==> src/rtl/hazard_pkg.sv <==
`default_nettype none
// ============================================================================
//  Module      : hazard_pkg
//  Description : Shared types for the pipeline hazard / fault-recovery
//                controller: ALU operand forwarding selects and the
//                recovery FSM state encoding.
//  Revision    : 1.0 - initial release
// ============================================================================
package hazard_pkg;

    // ALU operand source select, matches the E-stage operand mux encoding.
    typedef enum logic [1:0] {
        FWD_RF  = 2'b00,   // register file read value
        FWD_WB  = 2'b01,   // Writeback result
        FWD_MEM = 2'b10    // Memory-stage ALU result
    } fwd_sel_e;

    // Fault-recovery FSM states.
    typedef enum logic [0:0] {
        HZ_RUN     = 1'b0,
        HZ_RECOVER = 1'b1
    } hz_state_e;

endpackage : hazard_pkg
`default_nettype wire

==> src/rtl/hazard_fwd_sel.sv <==
`default_nettype none
// ============================================================================
//  Module      : hazard_fwd_sel
//  Description : Combinational forwarding selector for one ALU operand.
//                The Memory stage has priority over Writeback because it
//                holds the younger producer. Register x0 is never forwarded.
//  Ports       : RsE_i        - source register of the operand in Execute
//                RdM_i/RdW_i  - destination registers in Memory / Writeback
//                RegWriteM_i  - Memory-stage instruction writes the regfile
//                RegWriteW_i  - Writeback-stage instruction writes the regfile
//                Fwd_o        - selected operand source
//  Revision    : 1.0 - initial release
// ============================================================================
module hazard_fwd_sel
    import hazard_pkg::*;
(
    input  logic [4:0] RsE_i,
    input  logic [4:0] RdM_i,
    input  logic [4:0] RdW_i,
    input  logic       RegWriteM_i,
    input  logic       RegWriteW_i,
    output fwd_sel_e   Fwd_o
);

    always_comb begin
        Fwd_o = FWD_RF;
        if (RegWriteM_i && (RdM_i != 5'd0) && (RdM_i == RsE_i)) begin
            Fwd_o = FWD_MEM;
        end else if (RegWriteW_i && (RdW_i != 5'd0) && (RdW_i == RsE_i)) begin
            Fwd_o = FWD_WB;
        end
    end

endmodule : hazard_fwd_sel
`default_nettype wire

==> src/rtl/hazard_fault_ctrl.sv <==
`default_nettype none
// ============================================================================
//  Module      : hazard_fault_ctrl
//  Description : Hazard and fault-recovery controller for the five-stage
//                core. Produces operand forwarding selects, load-use stalls,
//                branch squashes, and a RUN/RECOVER FSM that flushes the
//                pipe and holds fetch for RECOVER_CYCLES cycles after an
//                accepted Memory-stage fault.
//  Ports       : clk, reset                 - clock, sync active-high reset
//                Rs1D/Rs2D                  - Decode source registers
//                Rs1E/Rs2E/RdE              - Execute source/dest registers
//                RdM/RdW, RegWriteM/W       - producers in Memory/Writeback
//                ResultSrcE0                - Execute instruction is a load
//                PCSrcE                     - taken branch/jump in Execute
//                FaultM                     - Memory-stage fault
//                ForwardAE/BE               - ALU operand source selects
//                StallF/StallD              - hold PC and F/D register
//                FlushD/FlushE/FlushM       - clear D/E/M pipeline registers
//                TrapRedirectF              - PC mux selects trap vector
//                RecoverBusy                - FSM is in RECOVER
//                FaultCount                 - saturating accepted-fault count
//  Revision    : 1.0 - initial release
// ============================================================================
module hazard_fault_ctrl
    import hazard_pkg::*;
#(
    parameter int RECOVER_CYCLES = 2,   // legal range 1..255
    parameter int CNT_W          = 8
) (
    input  logic             clk,
    input  logic             reset,
    input  logic [4:0]       Rs1D,
    input  logic [4:0]       Rs2D,
    input  logic [4:0]       Rs1E,
    input  logic [4:0]       Rs2E,
    input  logic [4:0]       RdE,
    input  logic [4:0]       RdM,
    input  logic [4:0]       RdW,
    input  logic             RegWriteM,
    input  logic             RegWriteW,
    input  logic             ResultSrcE0,
    input  logic             PCSrcE,
    input  logic             FaultM,
    output logic [1:0]       ForwardAE,
    output logic [1:0]       ForwardBE,
    output logic             StallF,
    output logic             StallD,
    output logic             FlushD,
    output logic             FlushE,
    output logic             FlushM,
    output logic             TrapRedirectF,
    output logic             RecoverBusy,
    output logic [CNT_W-1:0] FaultCount
);

    localparam int             RC_W      = $clog2(RECOVER_CYCLES + 1);
    localparam logic [RC_W-1:0] RC_LOAD  = RC_W'(RECOVER_CYCLES - 1);

    hz_state_e        state_q, state_d;
    logic [RC_W-1:0]  cnt_q, cnt_d;
    logic [CNT_W-1:0] fcnt_q, fcnt_d;

    fwd_sel_e fwd_a, fwd_b;
    logic     lw_stall;

    // ------------------------------------------------------------------
    // Forwarding, one selector per ALU operand
    // ------------------------------------------------------------------
    hazard_fwd_sel u_fwd_a (
        .RsE_i       (Rs1E),
        .RdM_i       (RdM),
        .RdW_i       (RdW),
        .RegWriteM_i (RegWriteM),
        .RegWriteW_i (RegWriteW),
        .Fwd_o       (fwd_a)
    );

    hazard_fwd_sel u_fwd_b (
        .RsE_i       (Rs2E),
        .RdM_i       (RdM),
        .RdW_i       (RdW),
        .RegWriteM_i (RegWriteM),
        .RegWriteW_i (RegWriteW),
        .Fwd_o       (fwd_b)
    );

    // Load in Execute whose result is needed by the instruction in Decode.
    assign lw_stall = ResultSrcE0 && (RdE != 5'd0) &&
                      ((RdE == Rs1D) || (RdE == Rs2D));

    // ------------------------------------------------------------------
    // State registers
    // ------------------------------------------------------------------
    always_ff @(posedge clk) begin
        if (reset) begin
            state_q <= HZ_RUN;
            cnt_q   <= '0;
            fcnt_q  <= '0;
        end else begin
            state_q <= state_d;
            cnt_q   <= cnt_d;
            fcnt_q  <= fcnt_d;
        end
    end

    // ------------------------------------------------------------------
    // Next state and output mux
    // ------------------------------------------------------------------
    always_comb begin
        state_d       = state_q;
        cnt_d         = cnt_q;
        fcnt_d        = fcnt_q;
        ForwardAE     = fwd_a;
        ForwardBE     = fwd_b;
        StallF        = 1'b0;
        StallD        = 1'b0;
        FlushD        = 1'b0;
        FlushE        = 1'b0;
        FlushM        = 1'b0;
        TrapRedirectF = 1'b0;
        RecoverBusy   = 1'b0;

        if (reset) begin
            // Clear every pipeline register while reset is held.
            ForwardAE = FWD_RF;
            ForwardBE = FWD_RF;
            FlushD    = 1'b1;
            FlushE    = 1'b1;
            FlushM    = 1'b1;
            state_d   = HZ_RUN;
            cnt_d     = '0;
            fcnt_d    = '0;
        end else begin
            case (state_q)
                HZ_RUN: begin
                    if (FaultM) begin
                        // Kill everything younger than and including the
                        // faulting instruction, redirect fetch to the trap.
                        FlushD        = 1'b1;
                        FlushE        = 1'b1;
                        FlushM        = 1'b1;
                        TrapRedirectF = 1'b1;
                        state_d       = HZ_RECOVER;
                        cnt_d         = RC_LOAD;
                        if (!(&fcnt_q)) begin
                            fcnt_d = fcnt_q + CNT_W'(1);
                        end
                    end else begin
                        StallF = lw_stall;
                        StallD = lw_stall;
                        FlushD = PCSrcE;
                        FlushE = lw_stall | PCSrcE;
                    end
                end
                HZ_RECOVER: begin
                    // Trap-vector instruction waits in F; bubbles downstream.
                    StallF      = 1'b1;
                    FlushD      = 1'b1;
                    FlushE      = 1'b1;
                    RecoverBusy = 1'b1;
                    if (cnt_q == '0) begin
                        state_d = HZ_RUN;
                    end else begin
                        cnt_d = cnt_q - RC_W'(1);
                    end
                end
                default: begin
                    state_d = HZ_RUN;
                    cnt_d   = '0;
                end
            endcase
        end
    end

    assign FaultCount = fcnt_q;

endmodule : hazard_fault_ctrl
`default_nettype wire

==> config.mk <==
export PLATFORM = sky130hd
export DESIGN_NAME = hazard_fault_ctrl
export DESIGN_NICKNAME = d
export VERILOG_FILES = /design/src/rtl/hazard_pkg.sv /design/src/rtl/hazard_fwd_sel.sv /design/src/rtl/hazard_fault_ctrl.sv
export SDC_FILE = /design/constraint.sdc
export NUM_CORES = 1
export LEC_CHECK = 0
export BUFFER_PORTS_ARGS = -buffer_cell sky130_fd_sc_hd__buf_2
export CAP_MARGIN = 20
export CELL_PAD_IN_SITES_DETAIL_PLACEMENT = 1
export CELL_PAD_IN_SITES_GLOBAL_PLACEMENT = 2
export CORE_MARGIN = 5
export CORE_UTILIZATION = 19
export CTS_CLUSTER_DIAMETER = 120
export DETAILED_ROUTE_END_ITERATION = 10
export PLACE_DENSITY = 0.8
export SLEW_MARGIN = 20
export SYNTH_ARGS = -nofsm -noshare
export SYNTH_HDL_FRONTEND = slang
export SYNTH_SLANG_ARGS = --single-unit
==> constraint.sdc <==
create_clock -name clk -period 1.53 [get_ports clk]
set_input_delay 0.306 -clock clk [delete_from_list [all_inputs] [get_ports clk]]
set_output_delay 0.306 -clock clk [all_outputs]
set_load 0.01 [all_outputs]
# Yosys cells after proc, flatten, opt, wreduce, memory -nomap -nowiden
# Index checks and enable logic that the tools add are counted.
classes:
  bitwise_logic: 3
  muxes: 28
  add_sub_neg: 2
  eq_ne: 8
  n_reduce_logical: 16
op_table:
  columns: ["cell", "count"]
  rows:
  - ["== test 5 bit", 6]
  - ["two-way mux 1 bit", 17]
  - ["nonzero test 5 bit", 3]
  - ["two-way mux 2 bit", 6]
  - ["adder 8 x 1 -> 8 bit, second input constant", 1]
  - ["logical AND 1 bit", 8]
  - ["case mux 1 bit (2 select lines)", 4]
  - ["AND reduction 8 bit", 1]
  - ["!= test 2 bit, second input constant", 2]
  - ["case mux 2 bit (2 select lines)", 1]
  - ["AND reduction 3 bit", 1]
  - ["logical NOT 2 bit", 1]
  - ["inverter 1 bit", 2]
  - ["AND reduction 2 bit", 1]
  - ["subtractor 2 x 1 -> 2 bit, second input constant", 1]
  - ["logical OR 1 bit", 1]
  - ["OR 1 bit", 1]
word_totals:
  register_bits: 11
  elab_cells: 60

# Longest topological paths before layout
# Gate-level depths: netlist (run 1).
logic_depth:
  depth_word: 7
  mapped_depth: 6
  mapped_depth_nobuf: 6

# Hierarchy
# From an unflattened synthesis (run 1), not the netlist that was laid out.
unflattened:
  cells_unflattened: 130
  area_unflattened_um2: 1034.7
by_module_without_submodules:
  columns: ["mod", "area_per_inst_um2", "instances", "cells_each"]
  rows:
  - ["hazard_fault_ctrl", 732.0, 1, 90]
  - ["hazard_fwd_sel", 151.4, 2, 20]

# Least setup slack after synthesis (run 1)
# No wires, ideal clock.
synth_timing:
  path_kind: "input to output"
  from: "input RdM[0]"
  to: "output ForwardAE[0]"
  arrival_ps: 1427
  path_buffers: 0
  slack_ps: -203
  cell_stages: 4
  required_time_ps: 1224
  path_cell_list: "or4_1 o21ai_2 nor3_1 nor4_2"
synth_via:
  elab_chain_len: 5
  elab_cells_between_ends: 6
  classes_between: "1 x eq/ne; 2 x mux; 3 x reduce/logical"
synth_rtl:
  columns: ["element", "line", "rtl"]
  rows:
  - ["start, declared", "hazard_fault_ctrl.sv:37", "input logic [4:0] RdM,"]
  - ["nonzero test 5 bit", "hazard_fwd_sel.sv:27", "if (RegWriteM_i && (RdM_i != 5'd0) && (RdM_i == RsE_i)) begin"]
  - ["logical AND 1 bit", "hazard_fwd_sel.sv:27", null]
  - ["logical AND 1 bit (*)", "hazard_fwd_sel.sv:27", null]
  - ["two-way mux 2 bit (*)", "hazard_fwd_sel.sv:27", null]
  - ["two-way mux 2 bit (*)", "hazard_fault_ctrl.sv:123", "if (reset) begin"]
  - ["end, declared", "hazard_fault_ctrl.sv:44", "output logic [1:0] ForwardAE,"]
# Mark *: on every way between the ends. The rest lies on a longest branch, timed or not.

# Worst setup path in the final report (run 1)
layout_timing:
  from: "input RdM[0]"
  to: "output ForwardBE[0]"
layout_via:
  elab_chain_len: 5
  elab_cells_between_ends: 6
  classes_between: "1 x eq/ne; 2 x mux; 3 x reduce/logical"
layout_rtl:
  columns: ["element", "line", "rtl"]
  rows:
  - ["nonzero test 5 bit", "hazard_fwd_sel.sv:27", null]
  - ["logical AND 1 bit", "hazard_fwd_sel.sv:27", null]
  - ["logical AND 1 bit (*)", "hazard_fwd_sel.sv:27", null]
  - ["two-way mux 2 bit (*)", "hazard_fwd_sel.sv:27", null]
  - ["two-way mux 2 bit (*)", "hazard_fault_ctrl.sv:123", null]
  - ["end, declared", "hazard_fault_ctrl.sv:45", "output logic [1:0] ForwardBE,"]
# Marks and branches as above.

==> flow_summary.ini, run 1 <==
[status]
status = finished with violations
violations = negative setup slack

[sta]
maxClockFrequency_mhz = 554.5
fin_tns_setup_ps = -1395
tightest_slew_ps = 271.5
hold_viol_final = 0
slew_headroom_pct = 81.75
layout_setup_ws_ps = -273.3
rsz0062_at_grt = yes
finClkSkew_ps = 3.662
min_period_over_period_pct = 117.9
final_max_slew_viol_count = 0
setup_viol = 8
fin_crit_ps = 1803

[clocking]
clockBufferDepth = 2
clk_latency_ps = 240
clkSinkCount = 11
cts_hold_buf = 0
cts_tree = built
htreeDepth = 1
clk_pin_slew_ps = 50
cts_root_buf = clkbuf_8
numCtsBuffers = 3

[drt]
finalWirelength_um = 3623
vias = 1207
antenna_left = 0
first_pass_iters = 4
viasPerCell = 4.326
first_iter_violations = 37
routedWlPerCell_um = 12.99
drcViolationCount = 0

[cells_and_area]
fill_cells = 599
multiInputGateArea_um2 = 785.8
layout.cells.non_filler = 279
syn_to_final_growth_pct = 78.11
nets = 257
regArea_um2 = 221.5
drive_gt1_share_pct = 51.89
fin_util_pct = 35.53
mostFrequentLayoutCell = buf_2
antennaDiodeCount = 0
layout_common_cells = buf_2 (55), buf_4 (29), xor2_1 (17)

[critical_path]
r2r_cells = 5
cp_max_fo = 3
r2r_start = FaultCount[1]$_SDFFE_PP0P_
critPathKind = in2out
worst_setup_path_start_kind = input pin
endpoint_kind = output pin
reg2reg_to = FaultCount[6]$_SDFFE_PP0P_
crit_arrival_ps = 1500
r2r_slack_ps = 60
critPathRequiredTime_ps = 1220

[synthesis]
ys_types = 28
yosys_warnings = 0
async_reset_ff_share_pct = 0
synth-edff-count = 0
syn_area_per_cell_um2 = 7.825
synth_area_leaders = dfxtp_1 (23%), xor2_1 (16%), xnor2_1 (13%)
syn-num-nets = 166
syn_area_um2 = 954.7
synth.top_cell.area_share_pct = 23.07
ys_seq_elements = 11
synth_top_cell_by_area = dfxtp_1
syn_inst = 122
synth_seq_area_share_pct = 23.07
yosys_most_used_dff = dfxtp_1

[global_route]
grt_pass1_wl_um = 5706
first_global_vias = 1244
grt_max_degree = 16
grt-ovfl-total = 0
grt_usage_pct = 11.01
antenna_found_initial = 0

[floorplan]
dieArea_mm2 = 0.006542
rows = 25
initial_core_util_pct = 19.95
design.core.area_mm2 = 0.004786
io_pins = 61
die_h_um = 80.89
die_w_um = 80.89

[place]
dp.cells = 272
io_buffers = 60
hpwl_um = 2924
place_congestion = 0.7641

[power]
p_leak_nw = 0.7581
power_density_mw_per_mm2 = 556.2
ir_drop_mv = 0.2016

[min_path]
hold_class = reg2reg
min_path_cells = 1
hp-start = cnt_q[0]$_SDFFE_PP0P_
whs_endpoint = cnt_q[0]$_SDFFE_PP0P_

[flow_run]
maxCapViolCount = 0
-- state kept, by name (all words and copies together), names as in the netlist --
name and cells:
state_q 1, FaultCount 8, cnt_q 2
-- logic make-up (layout without fill, tap and decap cells) --
kind of cell             count (synthesis)  in the layout  share of synthesized area [%]
AND/OR/NAND/NOR                         49             49                          28.44
XOR/XNOR                                31             31                          28.44
AO/OA/AOI/OAI                           21             21                          13.50
flip-flops                              11             11                          23.07
buffers and inverters                    7             97                          2.883
adder cells (fa/ha/maj)                  2              2                          2.621
multiplexers                             1              1                          1.049
-- through the flow --
step	hold slack (ps)	area (um^2)	power, mW	setup slack (ps)
after CTS	475.7	1652	0.9466	-264.9
after floorplan	443.0	982.2	0.4580	-75.67
after global routing	505.3	1700	1.011	-357.4
after global placement	464.2	1546	0.6288	-261.5
after detailed placement	467.6	1546	0.6328	-284.0
final	479.7	1700	0.9457	-273.3
-- power breakdown --
| part | switching (mW) | internal [mW] |
|---|---|---|
| clock network | 0.109 | 0.183 |
| logic | 0.164 | 0.184 |
| registers | 0.00644 | 0.299 |
| total | 0.279 | 0.667 |
-- synthesized netlist by cell type, types with 2 or more instances --
cell,instances
o21ai_0,5
o21bai_1,2
ha_1,2
nand2_1,4
nand3_1,5
nor2b_1,4
nor3_1,6
o31ai_1,3
inv_1,4
clkbuf_1,2
a21oi_1,7
or3_1,6
xor2_1,17
or4_1,4
xnor2_1,14
nor4_1,3
nor2_1,9
a22oi_1,2
nand2b_1,3
dfxtp_1,11
nand4_1,2
-- area by class of cell --
| class | count | area share [%] |
|---|---|---|
| multi-input combinational | 104 | 46.21 |
| inverter | 4 | 0.8830 |
| clock buffer | 4 | 2.649 |
| sequential | 11 | 13.02 |
| tap | 67 | 4.930 |
| timing repair buffer | 89 | 32.30 |
-- repair_timing --
item / CTS / global route
endpoints found under the setup margin: 10 / 16
buffers inserted: 1 / 2
pin swaps: 8 / 5
gates resized for setup: 10 / 7
-- metal layers --
metal  GRT usage [%]  vias up  routed length [um]
li1                -      611                   -
met1           13.45      560                1584
met2           19.79       32                1831
met3           1.774        4                 166
met4           3.041        0                  40
met5               0        -                   0
-- worst max-delay path, cell delays in order --
cell,delay [ps]
buf_6,90
or4_4,530
o21ai_4,160
nor4_2,70
nor4_2,150
buf_2,180
-- worst max path at each step --
stage            from            to  cells after the start  slack (ps)
2_1_floorplan   reset        FlushE                      4         -80
3_3_place_gp   RdM[0]  ForwardAE[0]                      6        -260
3_5_place_dp   RdM[0]  ForwardBE[0]                      6        -280
4_1_cts        RdM[0]  ForwardBE[0]                      6        -260
5_1_grt        RdM[0]  ForwardAE[0]                      6        -360
6_report       RdM[0]  ForwardBE[0]                      6        -270
Power figures use the tool's default switching activity.
==> run 2: changes to the inputs <==
- RECOVER_POWER: default -> 100
==> run 2 against run 1 <==
Compared with the run above:
- the run still ends with negative setup slack left
- largest power group unchanged
- critical path type unchanged
- combinational power is essentially flat
- largest cell class unchanged
- via count fell by 0.17%
- flip-flop and latch count stayed put
==> flow_summary.ini, run 2 (synthesis results as in run 1) <==
[status]
status = finished with violations
violations = negative setup slack

[floorplan]
dieArea_mm2 = 0.006542
rows = 25
die_h_um = 80.89
initial_core_util_pct = 19.95
io_pins = 61
design.core.area_mm2 = 0.004786
die_w_um = 80.89

[sta]
layout_setup_ws_ps = -273.4
hold_viol_final = 0
fin_crit_ps = 1803
final_max_slew_viol_count = 0
fin_hold_ws_ps = 479.8
setup_viol = 8
min_period_over_period_pct = 117.9
maxClockFrequency_mhz = 554.5
tightest_slew_ps = 271.5
rsz0062_at_grt = yes
slew_headroom_pct = 81.75
finClkSkew_ps = 3.766

[power]
power_frac_clock_pct = 31.0
total_power_mw = 0.9425
power_density_mw_per_mm2 = 560.5
p_leak_nw = 0.7198
switching_share_pct = 29.62
ir_drop_mv = 0.2016
internal_power_mw = 0.6634
pwr-share-comb_pct = 36.6
seqPwrFrac_pct = 32.4
p_switching_mw = 0.2792

[drt]
finalWirelength_um = 3626
viasPerCell = 4.319
routedWlPerCell_um = 13.00
drcViolationCount = 0
antenna_left = 0
first_iter_violations = 33
first_pass_iters = 4
vias = 1205

[clocking]
clkSinkCount = 11
cts_tree = built
cts_root_buf = clkbuf_8
htreeDepth = 1
clk_pin_slew_ps = 50
clockBufferDepth = 2
numCtsBuffers = 3
clk_latency_ps = 240

[critical_path]
crit_arrival_ps = 1500
worst_setup_path_start_kind = input pin
crit_top_cell = nor4_2
max_stage_delay_ps = 530
critPathRequiredTime_ps = 1220
critPathKind = in2out
endpoint_kind = output pin
cp_max_fo = 3
cp_slowest_cell = or4_4
cp_cell_sequence = buf_6 > or4_4 > o21ai_4 > nor4_2 > nor4_2 > buf_2

[cells_and_area]
syn_to_final_growth_pct = 76.15
mostFrequentLayoutCell = buf_2
antennaDiodeCount = 0
nets = 257
layout_common_cells = buf_2 (47), buf_4 (25), xor2_1 (17)
largest_reg_flops = 8
drive_gt1_share_pct = 47.64
fin_util_pct = 35.14

[place]
place_congestion = 0.7641
io_buffers = 60
hpwl_um = 2924

[global_route]
grt_usage_pct = 11.01
grt_pass1_wl_um = 5706
antenna_found_initial = 0
grt-ovfl-total = 0
grt_max_degree = 16
first_global_vias = 1244

[flow_run]
maxCapViolCount = 0

[min_path]
hold_class = reg2reg
run 2: power by group through the flow:
stage / sequential, mW / clock [mW] / combinational, mW
global route: 0.307 / 0.319 / 0.382
detailed placement: 0.311 / 0 / 0.321
CTS: 0.306 / 0.301 / 0.340
floorplan: 0.318 / 0 / 0.140
finish: 0.306 / 0.292 / 0.345
global placement: 0.311 / 0 / 0.318
run 2: final timing paths:
| check | cells past startpoint | slack [ps] | start | endpoint |
|---|---|---|---|---|
| max reg2reg | 6 | 50 | FaultCount[1]$_SDFFE_PP0P_ | FaultCount[1]$_SDFFE_PP0P_ |
| max | 6 | -270 | RdM[0] | ForwardBE[0] |
| min reg2reg | 1 | 480 | cnt_q[0]$_SDFFE_PP0P_ | cnt_q[0]$_SDFFE_PP0P_ |
| min | 1 | 480 | cnt_q[0]$_SDFFE_PP0P_ | cnt_q[0]$_SDFFE_PP0P_ |
run 2: layer usage:
layer / part of all wire (%) / vias up / global-route usage, % / wire (um)
met4: 1.1 / 0 / 3.041 / 40
met2: 50 / 30 / 19.79 / 1830
met5: 0 / - / 0 / 0
li1: - / 611 / - / -
met1: 44 / 560 / 13.45 / 1589
met3: 4.6 / 4 / 1.774 / 166
run 2: repair_timing:
| action | in CTS | in global routing |
|---|---|---|
| pin swaps | 8 | 5 |
| hold buffers | 0 | 0 |
| setup endpoints to repair | 10 | 16 |
| setup buffers | 1 | 2 |
| gates resized for setup | 10 | 7 |
run 2: worst max-delay path: cells and delay by family:
family	cells	cell delay, ps
and+or+nand+nor	3	750
AOI/OAI and AO/OA	1	160
buffers and inverters	2	270
run 2: area by class of cell:
class | count | area [um^2]
timing repair buffer | 89 | 530.5
multi-input combinational | 104 | 785.8
tap | 67 | 83.83
inverter | 4 | 15.01
clock buffer | 4 | 45.04
sequential | 11 | 221.5
fill | 599 | 3104
run 2: through the flow:
| step | std cells | setup slack, ps | TNS (ps) | instance area [um^2] |
|---|---|---|---|---|
| after CTS | 277 | -264.9 | -1462 | 1652 |
| after global placement | 272 | -261.5 | -1389 | 1546 |
| final | 279 | -273.4 | -1396 | 1682 |
| after global routing | 279 | -357.4 | -2185 | 1682 |
| after detailed placement | 272 | -284.0 | -1496 | 1546 |
| after floorplan | 122 | -75.67 | -218.8 | 982.2 |
==> run 3: changes to the inputs <==
- CORE_ASPECT_RATIO: default -> 1.25
==> run 3 against run 2 <==
Compared with the run above:
- the run still ends with negative setup slack left
- sequential share of layout area decreased by 0.085 points
- clock power increased by 4%
- sequential power about the same
- final cell count decreased by 1.8%
- clock skew increased by 1.7 ps
- highest routed layer unchanged
==> flow_summary.ini, run 3 (synthesis results as in run 1) <==
[status]
status = finished with violations
violations = negative setup slack

[global_route]
grt_usage_pct = 11.02
grt_pass1_wl_um = 5589
first_global_vias = 1304
grt_max_degree = 16
grt-ovfl-total = 0
antenna_found_initial = 0

[sta]
layout_setup_ws_ps = -311.5
maxClockFrequency_mhz = 543.0
tightest_slew_ps = 278.7
slew_headroom_pct = 81.31
setup_viol = 9
hold_viol_final = 0
final_max_slew_viol_count = 0
min_period_over_period_pct = 120.4
finClkSkew_ps = 5.439
fin_hold_ws_ps = 480.2
rsz0062_at_grt = yes
fin_crit_ps = 1841

[critical_path]
critPathKind = in2out
critPathRequiredTime_ps = 1220
endpoint_kind = output pin
crit_arrival_ps = 1540
worst_setup_path_start_kind = input pin
cp_max_fo = 3

[cells_and_area]
antennaDiodeCount = 0
fill_cells = 596
drive_gt1_share_pct = 49.53
mostFrequentLayoutCell = buf_2
layout_common_cells = buf_2 (49), buf_4 (25), xor2_1 (17)
largest_reg_flops = 8
layout.cells.non_filler = 274
regArea_um2 = 224.0
multiInputGateArea_um2 = 807.0
fin_area_mm2 = 0.001712
syn_to_final_growth_pct = 79.29
nets = 259

[clocking]
clkSinkCount = 11
clockBufferDepth = 2
clk_pin_slew_ps = 50
cts_root_buf = clkbuf_8
numCtsBuffers = 3
htreeDepth = 1
cts_tree = built
clk_latency_ps = 250

[power]
seqPwrFrac_pct = 32.1
power_frac_clock_pct = 31.7
pwr-share-comb_pct = 36.2
power_density_mw_per_mm2 = 559.5
ir_drop_mv = 0.2155
p_switching_mw = 0.2907
internal_power_mw = 0.6670
switching_share_pct = 30.35
total_power_mw = 0.9577
p_leak_nw = 0.7263

[drt]
first_pass_iters = 3
vias = 1217
first_iter_violations = 37
finalWirelength_um = 3447
drcViolationCount = 0
routedWlPerCell_um = 12.58
viasPerCell = 4.442
antenna_left = 0

[place]
placed_area_mm2 = 0.001553
place_congestion = 0.7894
io_buffers = 60
hpwl_um = 2833
dp.cells = 267

[floorplan]
die_w_um = 73.40
design.core.area_mm2 = 0.004800
die_h_um = 89.25
initial_core_util_pct = 19.89
dieArea_mm2 = 0.006551
io_pins = 61
rows = 28

[flow_run]
maxCapViolCount = 0

[min_path]
hold_class = reg2reg
-- run 3: final cells by class --
| cell class | count | share of cell area (%) |
|---|---|---|
| multi-input combinational | 104 | 47.15 |
| tap | 60 | 4.386 |
| timing repair buffer | 91 | 31.87 |
| inverter | 4 | 0.8772 |
| sequential | 11 | 13.08 |
| clock buffer | 4 | 2.632 |
-- run 3: what timing repair did --
item                       in CTS  in global routing
hold buffers                    0                  0
pin swaps                       1                  3
buffers inserted                2                  1
gates resized for setup        12                 15
setup endpoints to repair      10                 16
-- run 3: worst max-delay path, stage by stage --
cell and delay, ps:
buf_6 90, or4_4 530, o21ai_4 180, nor4_2 80, nor4_2 150, buf_2 190
-- run 3: power groups by stage --
stage / Combinational (mW) / Clock, mW / Sequential [mW]
2_1_floorplan: 0.140 / 0 / 0.318
3_3_place_gp: 0.314 / 0 / 0.311
3_5_place_dp: 0.321 / 0 / 0.312
4_1_cts: 0.343 / 0.311 / 0.306
5_1_grt: 0.387 / 0.324 / 0.309
6_report: 0.347 / 0.303 / 0.307
-- run 3: path summary, 6_finish.rpt --
kind	start	to	slack (ps)	cells after the start
max	RdM[0]	ForwardBE[0]	-310	6
min	cnt_q[0]$_SDFFE_PP0P_	cnt_q[0]$_SDFFE_PP0P_	480	1
max reg2reg	FaultCount[0]$_SDFFE_PP0P_	FaultCount[1]$_SDFFE_PP0P_	-30	6
min reg2reg	cnt_q[0]$_SDFFE_PP0P_	cnt_q[0]$_SDFFE_PP0P_	480	1
-- run 3: per-stage QoR --
step	setup WS, ps	setup TNS [ps]	util (%)
floorplan	-75.67	-218.8	-
global placement	-252.4	-1538	32.35
detailed placement	-279.6	-1605	32.35
CTS	-249.4	-1490	34.83
global route	-392.5	-2596	35.66
finish	-311.5	-1703	35.66
-- run 3: metal layers --
metal | track usage (%) | part of all wire [%] | routed length, um
met5 | 0 | 0 | 0
met2 | 20.83 | 57 | 1971
met1 | 11.10 | 33 | 1154
met4 | 6.096 | 3.4 | 118
met3 | 2.250 | 5.9 | 203
